==> src/rtl/dff_pipe.sv <==
// Multi-stage registered pipeline with valid/ready flow control.
// Empty stages absorb words even while downstream stalls, so all DEPTH stages can hold data.
module dff_pipe #(
   parameter int unsigned      WIDTH   = 8,
   parameter int unsigned      DEPTH   = 4,
   parameter logic [WIDTH-1:0] RST_VAL = '0
) (
   input  logic                         clk,
   input  logic                         rst,
   input  logic                         flush,
   input  logic                         in_valid,
   output logic                         in_ready,
   input  logic [WIDTH-1:0]             in_data,
   output logic                         out_valid,
   input  logic                         out_ready,
   output logic [WIDTH-1:0]             out_data,
   output logic [$clog2(DEPTH+1)-1:0]   occupancy
);

   localparam int unsigned OCC_W = $clog2(DEPTH + 1);

   logic [DEPTH-1:0] v_q;
   logic [DEPTH-1:0] v_d;
   logic [DEPTH-1:0] rdy;
   logic [DEPTH-1:0] ld;
   logic [DEPTH-1:0] up_valid;
   logic [WIDTH-1:0] d_q      [DEPTH];
   logic [WIDTH-1:0] d_d      [DEPTH];
   logic [WIDTH-1:0] up_data  [DEPTH];
   logic [OCC_W-1:0] occ_q;
   logic [OCC_W-1:0] occ_d;
   logic             in_acc;
   logic             out_acc;

   // Ready ripples from the output side back to stage 0: a stage can take a
   // word if it is empty or if the stage after it can move this cycle.
   always_comb begin
      logic carry;
      carry = out_ready;
      rdy   = '0;
      for (int i = DEPTH - 1; i >= 0; i--) begin
         carry  = !v_q[i] || carry;
         rdy[i] = carry;
      end
   end

   genvar gi;
   generate
      for (gi = 0; gi < DEPTH; gi++) begin : g_stage
         if (gi == 0) begin : g_head
            assign up_valid[gi] = in_valid;
            assign up_data[gi]  = in_data;
         end else begin : g_body
            assign up_valid[gi] = v_q[gi-1];
            assign up_data[gi]  = d_q[gi-1];
         end

         // Flush blocks every load so data words hold while valids clear.
         assign ld[gi]  = rdy[gi] && up_valid[gi] && !flush;
         assign v_d[gi] = flush ? 1'b0 : (rdy[gi] ? up_valid[gi] : v_q[gi]);
         assign d_d[gi] = ld[gi] ? up_data[gi] : d_q[gi];

         always_ff @(posedge clk) begin
            if (rst) begin
               v_q[gi] <= 1'b0;
               d_q[gi] <= RST_VAL;
            end else begin
               v_q[gi] <= v_d[gi];
               d_q[gi] <= d_d[gi];
            end
         end
      end
   endgenerate

   assign in_ready  = rdy[0] && !flush;
   assign out_valid = v_q[DEPTH-1] && !flush;
   assign out_data  = d_q[DEPTH-1];

   assign in_acc  = in_valid && in_ready;
   assign out_acc = out_valid && out_ready;

   // Count tracks accepts directly instead of summing the valid vector.
   always_comb begin
      occ_d = occ_q;
      if (flush) begin
         occ_d = '0;
      end else if (in_acc && !out_acc) begin
         occ_d = occ_q + OCC_W'(1);
      end else if (!in_acc && out_acc) begin
         occ_d = occ_q - OCC_W'(1);
      end
   end

   always_ff @(posedge clk) begin
      if (rst) begin
         occ_q <= '0;
      end else begin
         occ_q <= occ_d;
      end
   end

   assign occupancy = occ_q;

endmodule
==> config.mk <==
export PLATFORM = sky130hd
export DESIGN_NAME = dff_pipe
export DESIGN_NICKNAME = d
export VERILOG_FILES = /design/src/rtl/dff_pipe.sv
export SDC_FILE = /design/constraint.sdc
export NUM_CORES = 1
export LEC_CHECK = 0
export CAP_MARGIN = 20
export CORE_ASPECT_RATIO = 1.4
export CORE_UTILIZATION = 33
export CTS_BUF_LIST = sky130_fd_sc_hd__clkbuf_2
export DETAILED_ROUTE_END_ITERATION = 7
export PLACE_DENSITY_LB_ADDON = 0.12
export SLEW_MARGIN = 40
export SYNTH_ARGS = -nofsm -noshare
export SYNTH_HDL_FRONTEND = slang
export SYNTH_SLANG_ARGS = --single-unit
==> constraint.sdc <==
create_clock -name clk -period 2.45 [get_ports clk]
set_input_delay 0.3675 -clock clk [delete_from_list [all_inputs] [get_ports clk]]
set_output_delay 0.3675 -clock clk [all_outputs]
set_load 0.1 [all_outputs]
==> results.json <==
{
  "clockBufferDepth": 2,
  "syn-mean-instance-area_um2": 8.73,
  "netlist-cell-type-count": 26,
  "critical_path_arrival_ps": 2430,
  "drt-pass1-iter-count": 4,
  "fp.dieArea_um2": 5430,
  "grt_first_pass_wirelength_mm": 5.42,
  "setup.reg_to_reg.worst_slack_ps": 370,
  "dieHeight_um": 86.8,
  "worstRegToRegCells": 8,
  "critPathMaxFanout": 2,
  "ys_seq_area_frac": 0.461,
  "insertion_delay_ps": 390,
  "grt_setup_unrepaired": "false",
  "cp_cell_sequence": "clkdlybuf4s50_1 -> and4b_4 -> a21oi_2 -> ha_1 -> inv_1 -> fa_1 -> xor2_1 -> or3_1 -> a21oi_1",
  "root_buffer": "clkbuf_2",
  "critPathTopFamily": "adder cells",
  "number_of_setup_violations_in_the_final_report": 0,
  "cts_hold_repair.buffers": 0,
  "first_global_vias": 1304,
  "layout_commonest_cell": "dfxtp_1",
  "grt_start_max_net_pins": 42,
  "stdcell_count": 277,
  "static-leakage-power_nw": 0.724,
  "cts.sinks": 39,
  "postSynth.topFlopCell": "dfxtp_1",
  "place_area_um2": 1950,
  "cp_max_stage_delay_ps": 480,
  "worst_slew_pin_tran_ps": 548,
  "finish.instance_area_um2": 2040,
  "buffers_on_ports": 25,
  "route.antenna.remaining_nets": 0,
  "pwr_density_cell_nw_per_um2": 609,
  "path_buf_inv": 2,
  "worst_hold_path_type": "reg2reg",
  "max_freq_mhz": 475,
  "fin_crit_ps": 2110,
  "post_cts_resized": 0,
  "class_of_the_most_critical_setup_path": "in2reg",
  "count_of_flip_flops_with_a_built_in_enable_after_synthesis": 0,
  "synthesis.area_um2": 1690,
  "detailedRoute.firstIterationViolations": 18,
  "rr_startpoint": "v_q[3]$_SDFFE_PP0P_",
  "outcome": "complete, no violations",
  "worst_path_max_delay_cell": "clkdlybuf4s50_1",
  "cts_inserted_buffers": 5,
  "reg2reg_to": "occupancy[2]$_SDFFE_PP0P_",
  "cts_tree": "built",
  "cts_max_level": 2,
  "floorplan.core_area_um2": 4880,
  "place_congestion": 0.694,
  "fin_ws_ps": 344,
  "crit_path_end_kind": "flop",
  "place_worst_setup_slack_ps": -52.0,
  "grt.overflow.total": 0,
  "postCtsSetupBuffers": 0,
  "hold_end": "d_q[1][7]$_SDFFE_PP0P_",
  "synth_cells": 194,
  "ioPinCount": 26,
  "rows": 30,
  "dp.cells": 269,
  "routed_via_density": 4.73,
  "period_share": 0.859,
  "final_net_count": 227,
  "synthesis_warning_total": 0,
  "ys_seq_elements": 39,
  "mostFrequentLayoutCells": "39 x dfxtp_1, 26 x a21oi_1, 24 x nand3_1, 24 x o21ai_1, 21 x nand2b_1",
  "maxSlewViolCount": 0,
  "syn_nets": 209,
  "areaGrowthSynthToFinish_pct": 20.3,
  "hold_viol_final": 0,
  "holdPathStages": 2,
  "grtUsageTotal": 0.126,
  "detail_route.wl_per_cell_um": 11.2,
  "ys_async_sr_fraction": 0,
  "cap_viol_max_count": 0,
  "drc_errors_left": 0,
  "dr_total_vias": 1310,
  "layout.filler_cells": 528,
  "finalClockSkew_ps": 11.8,
  "hold_path_startpoint": "d_q[0][15]$_SDFFE_PP0P_",
  "initial_core_util": 0.347,
  "hpwlAfterDp_mm": 2.32,
  "vdd_drop_max_uv": 365,
  "clkSlewWorstSetupHoldPaths_ps": 180,
  "maxSlewHeadroom": 0.634,
  "final_layout_size_suffix_gt1_frac": 0.155,
  "cp-start-kind": "input pin",
  "floorplan.die.width_um": 62.6,
  "antenna_violations_before_repair": 0,
  "antennaDiodeCount": 0,
  "routed_wl_mm": 3.09,
  "total_power_consumption_mw": 1.24,
  "utilization": 0.418,
  "cp.required_ps": 2780
}
==> final cells by class <==
type                            instances  area [µm²]  area share
Inverter                                2        7.51     0.00368
Clock inverter                          2        60.1      0.0295
Sequential cell                        39         781       0.383
Timing Repair Buffer                   32         295       0.145
Multi-Input combinational cell        132         785       0.385
Clock buffer                            6        30.0      0.0147
Tap cell                               64        80.1      0.0393
==> Yosys cell counts, drive strengths merged (2+ instances only) <==
library cell	number	share of area
xor2	2	0.010
buf	18	0.069
inv	2	0.0044
nand3	24	0.071
a21oi	28	0.085
nand2b	21	0.078
mux2i	9	0.053
nor2	10	0.022
nor2b	5	0.018
clkbuf	3	0.0066
dfxtp	39	0.46
o21ai	25	0.074
==> worst register-to-register path, cell delays in order (launching register included) <==
cell and delay [ps]:
dfxtp_1 410, and4b_4 240, a21oi_2 150, ha_1 180, inv_1 50, fa_1 370, xor2_1 160, or3_1 310
a21oi_1 150
==> cells by family (layout without fill, tap and decap cells) <==
| kind of cell | Yosys count | in the layout | synth area share |
|---|---|---|---|
| buffers and inverters | 23 | 42 | 0.0798 |
| adder cells (fa/ha/maj) | 2 | 2 | 0.0192 |
| flip-flops | 39 | 39 | 0.461 |
| AND/OR/NAND/NOR | 66 | 66 | 0.218 |
| multiplexers | 9 | 9 | 0.0532 |
| XOR/XNOR | 2 | 2 | 0.0103 |
| AO/OA/AOI/OAI | 53 | 53 | 0.159 |
==> through the flow <==
step / hold slack [ps] / TNS, ps
final: 475 / 0
after global routing: 490 / 0
after CTS: 473 / 0
after detailed placement: 462 / -52.0
after global placement: 455 / 0
after floorplan: 442 / 0
==> registers in the layout (all words and copies together), names as in the netlist <==
signal / flops
d_q: 32
occupancy: 3
up_valid: 3
v_q: 1
==> metal layers <==
layer  wire, µm  GRT usage
met3         97     0.0276
met1       1250      0.126
met4         74     0.0825
met2       1670      0.234
met5          0          0
==> power by group <==
| group | internal (mW) | leakage (nW) | switching (mW) |
|---|---|---|---|
| logic | 0.0486 | 0.355 | 0.0549 |
| clock network | 0.280 | 0.0532 | 0.205 |
| registers | 0.646 | 0.316 | 0.00731 |
| total | 0.974 | 0.724 | 0.268 |
==> worst max path at each step <==
stage	start	endpoint	slack, ps	depth (start not counted)
global placement	out_ready	occupancy[2]$_SDFFE_PP0P_	20	9
global route	up_valid[3]$_SDFFE_PP0P_	occupancy[2]$_SDFFE_PP0P_	240	8
floorplan	v_q[3]$_SDFFE_PP0P_	occupancy[2]$_SDFFE_PP0P_	60	8
finish	out_ready	occupancy[2]$_SDFFE_PP0P_	340	9
detailed placement	out_ready	occupancy[2]$_SDFFE_PP0P_	-50	9
CTS	up_valid[3]$_SDFFE_PP0P_	occupancy[2]$_SDFFE_PP0P_	370	8
Power figures use the tool's default switching activity.
